`src/rtl/mem_ctrl_pkg.sv`:
```
// Shared types and constants for the SLC-3 memory access controller.
// Holds the FSM state encoding, the MMIO address and the wait-counter width helper.
package mem_ctrl_pkg;

   typedef enum logic [1:0] {
      IDLE   = 2'd0,
      ACCESS = 2'd1,
      DONE   = 2'd2
   } state_t;

   localparam logic [15:0] MMIO_ADDR = 16'hFFFF;

   // Smallest width that can hold max_val (at least one bit).
   function automatic int cnt_width(input int max_val);
      int w;
      w = 1;
      while ((1 << w) <= max_val) w++;
      return w;
   endfunction

endpackage

```
`src/rtl/mem_wait_timer.sv`:
```
// Loadable down-counter with terminal-count (zero) flag.
// Holds at zero; load has priority over decrement.
module mem_wait_timer #(
   parameter int WIDTH = 4
) (
   input  logic             clk_sys,
   input  logic             rst_b,
   input  logic             load,
   input  logic [WIDTH-1:0] load_val,
   input  logic             dec,
   output logic             zero
);

   logic [WIDTH-1:0] count;

   always_ff @(posedge clk_sys or negedge rst_b) begin
      if (!rst_b) begin
         count <= '0;
      end else if (load) begin
         count <= load_val;
      end else if (dec && (count != '0)) begin
         count <= count - 1'b1;
      end
   end

   assign zero = (count == '0);

endmodule

```
`src/rtl/mem_access_ctrl.sv`:
```
// SLC-3 SRAM responder: accepts one CPU access, drives strobes for WAIT_CYCLES, returns read data.
// Optional MEM_MMIO_EN: address xFFFF maps to board switches (read) and hex display register (write).
//
// state  | meaning
// IDLE   | ready for a request; strobes inactive
// ACCESS | SRAM strobes asserted while the wait timer runs down
// DONE   | strobes released; one-cycle rsp_valid
module mem_access_ctrl
   import mem_ctrl_pkg::*;
#(
   parameter int WAIT_CYCLES = 2,
   parameter int ADDR_W      = 16,
   parameter int DATA_W      = 16
) (
   input  logic              Clk,
   input  logic              Reset_n,
   input  logic              req_valid,
   input  logic              req_we,
   input  logic [ADDR_W-1:0] req_addr,
   input  logic [DATA_W-1:0] req_wdata,
   output logic              req_ready,
   output logic              rsp_valid,
   output logic [DATA_W-1:0] rsp_rdata,
   output logic [ADDR_W-1:0] mem_addr,
   output logic [DATA_W-1:0] mem_wdata,
   input  logic [DATA_W-1:0] mem_rdata,
   output logic              mem_ce_n,
   output logic              mem_oe_n,
   output logic              mem_we_n,
   input  logic [DATA_W-1:0] sw,
   output logic [DATA_W-1:0] hex_out
);

   localparam int               CNT_W     = cnt_width(WAIT_CYCLES);
   localparam logic [CNT_W-1:0] WAIT_LOAD = CNT_W'(WAIT_CYCLES - 1);

   state_t state, state_nxt;
   logic   accept;
   logic   mmio_hit;
   logic   we_q;
   logic   wait_zero;
   logic   last_access;

   assign accept      = req_valid && (state == IDLE);
   assign last_access = (state == ACCESS) && wait_zero;

`ifdef MEM_MMIO_EN
   assign mmio_hit = (req_addr == ADDR_W'(MMIO_ADDR));
`else
   assign mmio_hit = 1'b0;
`endif

   mem_wait_timer #(
      .WIDTH (CNT_W)
   ) u_wait_timer (
      .clk_sys  (Clk),
      .rst_b    (Reset_n),
      .load     (accept),
      .load_val (WAIT_LOAD),
      .dec      (state == ACCESS),
      .zero     (wait_zero)
   );

   always_ff @(posedge Clk or negedge Reset_n) begin
      if (!Reset_n) begin
         state <= IDLE;
      end else begin
         state <= state_nxt;
      end
   end

   // Strobes decode straight from state so an async reset releases them at once.
   always_comb begin
      state_nxt = state;
      req_ready = 1'b0;
      rsp_valid = 1'b0;
      mem_ce_n  = 1'b1;
      mem_oe_n  = 1'b1;
      mem_we_n  = 1'b1;
      case (state)
         IDLE: begin
            req_ready = 1'b1;
            if (req_valid) begin
               state_nxt = mmio_hit ? DONE : ACCESS;
            end
         end
         ACCESS: begin
            mem_ce_n = 1'b0;
            mem_oe_n = we_q;
            mem_we_n = !we_q;
            if (wait_zero) begin
               state_nxt = DONE;
            end
         end
         DONE: begin
            rsp_valid = 1'b1;
            state_nxt = IDLE;
         end
         default: begin
            state_nxt = IDLE;
         end
      endcase
   end

   always_ff @(posedge Clk or negedge Reset_n) begin
      if (!Reset_n) begin
         mem_addr  <= '0;
         mem_wdata <= '0;
         we_q      <= 1'b0;
         rsp_rdata <= '0;
      end else begin
         if (accept) begin
            mem_addr  <= req_addr;
            mem_wdata <= req_wdata;
            we_q      <= req_we;
         end
         if (last_access && !we_q) begin
            rsp_rdata <= mem_rdata;
         end
`ifdef MEM_MMIO_EN
         if (accept && mmio_hit && !req_we) begin
            rsp_rdata <= sw;
         end
`endif
      end
   end

`ifdef MEM_MMIO_EN
   always_ff @(posedge Clk or negedge Reset_n) begin
      if (!Reset_n) begin
         hex_out <= '0;
      end else if (accept && mmio_hit && req_we) begin
         hex_out <= req_wdata;
      end
   end
`else
   logic unused_sw;
   assign unused_sw = ^sw;
   assign hex_out   = '0;
`endif

endmodule

```
`config.mk`:
```
export PLATFORM = sky130hd
export DESIGN_NAME = mem_access_ctrl
export DESIGN_NICKNAME = d
export VERILOG_FILES = /design/src/rtl/mem_ctrl_pkg.sv /design/src/rtl/mem_wait_timer.sv /design/src/rtl/mem_access_ctrl.sv
export SDC_FILE = /design/constraint.sdc
export NUM_CORES = 1
export LEC_CHECK = 0
export BUFFER_PORTS_ARGS = -buffer_cell sky130_fd_sc_hd__buf_2
export CAP_MARGIN = 0
export CORE_AREA = 2 2 80 82
export DETAILED_ROUTE_END_ITERATION = 6
export DIE_AREA = 0 0 82 84
export PLACE_DENSITY = 0.77
export SKIP_LAST_GASP = 1
export SYNTH_ARGS = -nofsm -noshare
export SYNTH_HDL_FRONTEND = slang
export SYNTH_SLANG_ARGS = --single-unit
```
`constraint.sdc`:
```
create_clock -name Clk -period 1.6 [get_ports Clk]
set_clock_uncertainty 0.15 [all_clocks]
set_input_delay 0.08 -clock Clk [delete_from_list [all_inputs] [get_ports Clk]]
set_output_delay 0.08 -clock Clk [all_outputs]
set_load 0.02 [all_outputs]
```
==> results of run 1 <==
[synth_stat cells, types with 2 or more instances]
cell	number
inv_1	3
dfrtp_1	53
mux2_4	10
buf_6	3
buf_4	18
mux2_1	2
mux2_2	37
nor2b_1	2
[final timing paths]
| check | start | endpoint |
|---|---|---|
| max reg2reg | u_wait_timer.count[0] | rsp_rdata[8] |
| min | req_valid | state[0] |
| max in group asynchronous | Reset_n | mem_addr[3] |
| max | u_wait_timer.count[0] | rsp_rdata[8] |
| min reg2reg | mem_addr[4] | mem_addr[4] |
| min in group asynchronous | Reset_n | mem_addr[4] |
[layout make-up]
class / count / area, um2
tap: 77 / 96.34
inverter: 3 / 11.26
clock buffer: 7 / 86.33
clock inverter: 1 / 30.03
fill: 497 / 2552
sequential: 53 / 1326
multi-input combinational: 82 / 812.0
timing repair buffer: 165 / 1181
[metrics by stage]
stage	hold WS, ns	worst slack [ns]
final	0.009397	-0.03395
after global routing	0.01715	-0.06002
after CTS	0.008239	-0.02960
after detailed placement	-0.05596	-0.01656
after global placement	-0.05749	0.009663
after floorplan	-0.3656	-0.01202
[state kept, by name, indices dropped and copies added (netlist names)]
name                cells
mem_addr               16
we_q                    1
state                   2
mem_wdata              16
rsp_rdata              16
u_wait_timer.count      2
[report_power, final]
part	total, mW	leakage [nW]	internal, mW	switching (mW)
sequential	2.39	0.628	2.03	0.360
clock	0.899	0.0585	0.510	0.389
combinational	3.54	1.05	1.73	1.81
total	6.83	1.73	4.27	2.56
[layout by cell type (no fill, tap or decap), types with 2 or more instances in the layout]
master           n
clkbuf_8         6
dlygate4sd3_1   50
buf_6            4
nor2b_1          2
mux2_2          36
inv_2            2
buf_4            6
buf_12           3
mux2_1           2
dfrtp_1         53
buf_2          101
conb_1          16
mux2_4          11
[cells by family (layout without fill, tap and decap cells)]
group | count (synthesis) | in the layout | share of synthesized area [%]
adders and majority gates | 1 | 1 | 0.5533
other | 1 | 16 | 0.1659
buffers and inverters | 25 | 176 | 8.854
muxes | 49 | 49 | 26.07
DFF | 53 | 53 | 58.66
AOI/OAI and AO/OA | 4 | 4 | 1.328
and+or+nand+nor | 12 | 12 | 4.372
[timing repair]
action / 4_1_cts / 5_1_grt
resized for setup: 0 / 11
hold buffers: 50 / 0
buffers inserted: 0 / 1
hold endpoints to repair: 102 / 0
setup endpoints to repair: 7 / 27
cloned: 0 / 1
[per-layer routing]
| metal | vias up | share of wire (%) | routed length [um] |
|---|---|---|---|
| li1 | 796 | - | - |
| met1 | 821 | 39 | 2003 |
| met2 | 65 | 54 | 2767 |
| met3 | 6 | 6.0 | 308 |
| met4 | 0 | 0.76 | 39 |
| met5 | - | 0 | 0 |
[worst register-to-register path: stages (launching register included)]
cell and delay (ns):
dfrtp_1 0.40, inv_2 0.08, ha_4 0.12, and4bb_4 0.29, clkbuf_16 0.18, mux2_4 0.30
==> impl_metrics.csv, run 1 <==
group,metric,value,unit
synthesis,synthFlopType,"dfrtp_1",
routing,avgRoutedWirePerCell,13.19,um
status,status,"complete, but fails checks",
worst_setup_path,cp_top_family,"flip-flops",
routing,drc,0,
synthesis,ys_async_sr_fraction,100.0,%
place,port_buffers,104,
synthesis,synth-edff-count,0,
floorplan,num_rows,29,
floorplan,die_w,82,um
timing,period_share,102.1,%
synthesis,synth_top_area_share,58.66,%
grt,grt_use_met1,15.38,%
synthesis,netlist_area,2261,um2
clock_network,clk_path_buf_depth,2,
timing,hold_violations,0,
routing,vias,1688,
power,ir_drop,1.038,mV
synthesis,yosysTopAreaCell,"dfrtp_1",
synthesis,ys_top_cells_by_area,"dfrtp_1 (59%), mux2_2 (18%), mux2_4 (6.6%)",
place,hpwl,2927,um
place,place_congestion,0.6892,
synthesis,synth-seq-cells,53,
floorplan,core,6096,um2
clock_network,cts_htree_levels,2,
job,cap_violations,0,
grt,grt_pass1_vias,1691,
cells_and_area,fin_cells,388,
min_path,hold_class,"input pin to flip-flop",
power,power.total,6.827,mW
timing,drv_slew,0,
worst_setup_path,cp_max_fo,8,
routing,dr.pass1.iters,4,
grt,grt_usage,14.71,%
grt,grt_max_degree,54,
timing,rsz0062_at_grt,"true",
timing,fin_crit,1.634,ns
clock_network,cts_tree,"yes",
routing,ant_nets,0,
synthesis,synth_area_per_cell,15.59,um2
cells_and_area,area_growth,56.72,%
floorplan,die_height,84,um
worst_setup_path,max_stage_delay,0.40,ns
clock_network,numCtsBuffers,5,
min_path,hold_path_depth,3,
worst_setup_path,reg2reg_depth,5,
grt,antenna_found_initial,0,
grt,grt_util_met2,28.53,%
timing,setup_viol,13,
worst_setup_path,critPathArrivalTime,1.66,ns
worst_setup_path,reg2reg_slack,-0.03,ns
grt,grt.overflow.total,0,
routing,viasPerCell,4.351,
timing,finalWorstSetupSlack,-0.03395,ns
worst_setup_path,cp-end-kind,"flip-flop",
grt,busiest_layer,"met2",
place,placed_area,2863,um2
synthesis,ys_types,25,
routing,drt_iter0_markers,42,
cells_and_area,design_area,3543,um2
power,p_leak,1.734,nW
clock_network,cts_root_buf,"clkbuf_8",
clock_network,numClockSinks,53,
worst_setup_path,required,1.62,ns
floorplan,io_pins,137,
cells_and_area,nNetsFinal,379,
worst_setup_path,startpoint_type,"flip-flop",
routing,wl,5118,um
cells_and_area,drive_gt1_share,56.59,%
grt,met3_usage,3.571,%
floorplan,start_util,37.09,%
worst_setup_path,worst-path-buf-inv,2,
floorplan,dieArea,6888,um2
clock_network,path_clk_slew,0.09,ns
timing,tns,-0.2895,ns
worst_setup_path,path_depth,5,
worst_setup_path,worstSetupPathType,"flip-flop to flip-flop",
worst_setup_path,crit_chain,"inv_2 -> ha_4 -> and4bb_4 -> clkbuf_16 -> mux2_4",
synthesis,yosysWarnings,0,
synthesis,yosysSeqAreaShare,58.66,%
timing,fmaxAchievable,0.6120,GHz
cells_and_area,final_util,58.13,%
cells_and_area,antennaDiodeCount,0,
status,violations,"setup timing",
synthesis,syn_inst,145,
clock_network,clkLatencyLatePin,0.29,ns
worst_setup_path,crit_slowest_cell,"dfrtp_1",
grt,grt_pass1_wl,7755,um
place,placed_cells,328,
power,p_per_area,1927,nW/um2
(Power assumes the default switching activity.)
==> run 2: changes to the inputs <==
- CORE_AREA: 2 2 80 82 -> 2 2 74 76
- DIE_AREA: 0 0 82 84 -> 0 0 76 78
- PLACE_DENSITY: 0.77 -> 0.85
- REMOVE_ABC_BUFFERS: default -> 1
- clock period: 1.6 -> 2 ns (I/O delays scaled with it)
==> impl_metrics.csv, run 2 (same netlist as run 1, synthesis figures left out) <==
group,metric,value,unit
status,status,"complete, no violations",
place,placed_cells,315,
cells_and_area,final_common_cell,"buf_2",
clock_network,cts_root_buf,"clkbuf_8",
floorplan,start_util,44.84,%
cells_and_area,nFillCells,358,
cells_and_area,nNetsFinal,371,
job,cap_violations,0,
power,p_leak,1.676,nW
cells_and_area,drive_gt1_share,53.97,%
cells_and_area,final_util,67.44,%
power,power.total,5.195,mW
clock_network,cts-resized-gates,0,
worst_setup_path,required,2.03,ns
floorplan,io_pins,137,
timing,hold_violations,0,
cells_and_area,multiInputGateArea,790.8,um2
worst_setup_path,startpoint_type,"flip-flop",
timing,worst_slew_pin_slew,0.6341,ns
place,port_buffers,104,
clock_network,cts_htree_levels,2,
clock_network,path_clk_slew,0.08,ns
cells_and_area,antennaDiodeCount,0,
cells_and_area,reg_top3,"mem_addr x16, mem_wdata x16, rsp_rdata x16",
grt,grt_pass1_vias,1773,
place,place_ws,0.1825,ns
power,ir_drop,0.8765,mV
clock_network,clk_path_buf_depth,2,
floorplan,core,5042,um2
cells_and_area,fin_cells,372,
grt,grt_max_degree,33,
timing,drv_slew,0,
routing,vias,1675,
cells_and_area,area_growth,50.42,%
worst_setup_path,worstSetupPathType,"flip-flop to flip-flop",
worst_setup_path,cp_max_fo,16,
min_path,hold_class,"input pin to flip-flop",
routing,dr.pass1.iters,4,
grt,grt_pass1_wl,8424,um
clock_network,numCtsBuffers,5,
clock_network,numClockSinks,53,
routing,drt_iter0_markers,46,
clock_network,clkLatencyLatePin,0.29,ns
routing,avgRoutedWirePerCell,13.89,um
timing,rsz0062_at_grt,"false",
timing,finalWorstSetupSlack,0.1757,ns
routing,viasPerCell,4.503,
timing,fmaxAchievable,0.5482,GHz
worst_setup_path,critPathArrivalTime,1.85,ns
cells_and_area,ff_latch_area,1326,um2
floorplan,die_w,76,um
floorplan,num_rows,26,
timing,fin_crit,1.824,ns
floorplan,dieArea,5928,um2
grt,grt.overflow.total,0,
routing,wl,5167,um
grt,antenna_found_initial,0,
floorplan,die_height,78,um
timing,period_share,91.22,%
timing,max_slew_margin,57.73,%
clock_network,cts_tree,"yes",
clock_network,post_cts_buffers,0,
timing,setup_viol,0,
place,hpwl,3065,um
place,place_congestion,0.6788,
power,p_per_area,1528,nW/um2
routing,ant_nets,0,
worst_setup_path,cp-end-kind,"flip-flop",
cells_and_area,final_cell_mix,"buf_2 (104), dfrtp_1 (53), dlygate4sd3_1 (50)",
routing,drc,0,
grt,grt_usage,18.08,%
==> run 2: changes by cell type in the layout (fill, tap and decap cells not counted), sizes merged <==
cell | previous run | this run
buf | 114 | 107
clkbuf | 8 | 5
clkinv | 0 | 1
==> run 2: area by class of cell <==
cell class	count	share of cell area, %
clock inverter	2	1.030
timing repair buffer	157	31.79
tap	70	2.575
inverter	3	0.3311
sequential	53	39.00
multi-input combinational	82	23.25
clock buffer	5	2.024
==> run 2: per-layer routing <==
layer / GRT usage [%] / routed length, um / up-vias
li1: - / - / 775
met1: 19.63 / 1979 / 813
met2: 34.11 / 2790 / 74
met3: 5.116 / 321 / 13
met4: 5.636 / 76 / 0
met5: 0 / 0 / -
==> run 2: through the flow <==
step	hold WS, ns	TNS [ns]	instance area (um2)
6_report	0.02099	0	3401
2_1_floorplan	-0.3456	-3.116	2128
5_1_grt	0.01385	0	3401
3_5_place_dp	0.009325	0	2796
4_1_cts	0.01139	0	3401
3_3_place_gp	-0.001163	0	2796
==> run 2: timing repair <==
action                     4_1_cts  5_1_grt
setup endpoints to repair        0        0
hold buffers                    50        0
hold endpoints to repair        76        0
==> run 2: worst paths after layout <==
check / to / start / depth (start not counted) / slack, ns
worst min-delay path: state[0] / req_valid / 3 / 0.02
min in group asynchronous: mem_wdata[4] / Reset_n / 2 / 0.20
worst max register to register: rsp_rdata[2] / u_wait_timer.count[0] / 5 / 0.18
max in group asynchronous: mem_addr[5] / Reset_n / 3 / 0.94
worst min register to register: mem_addr[4] / mem_addr[4] / 1 / 0.34
worst max-delay path: rsp_rdata[2] / u_wait_timer.count[0] / 5 / 0.18
==> run 2: critical path: stages, from the launching register on <==
cell	delay (ns)
dfrtp_1	0.40
inv_1	0.09
ha_1	0.27
and4bb_1	0.27
buf_12	0.18
mux2_2	0.35
==> run 2: where the power goes <==
group          leakage (nW)  total, mW  switching (mW)  internal, mW
clock network        0.0540      0.679           0.315         0.364
registers             0.628       1.94           0.319          1.62
logic                 0.994       2.58            1.36          1.21
total                  1.68       5.19            2.00          3.20
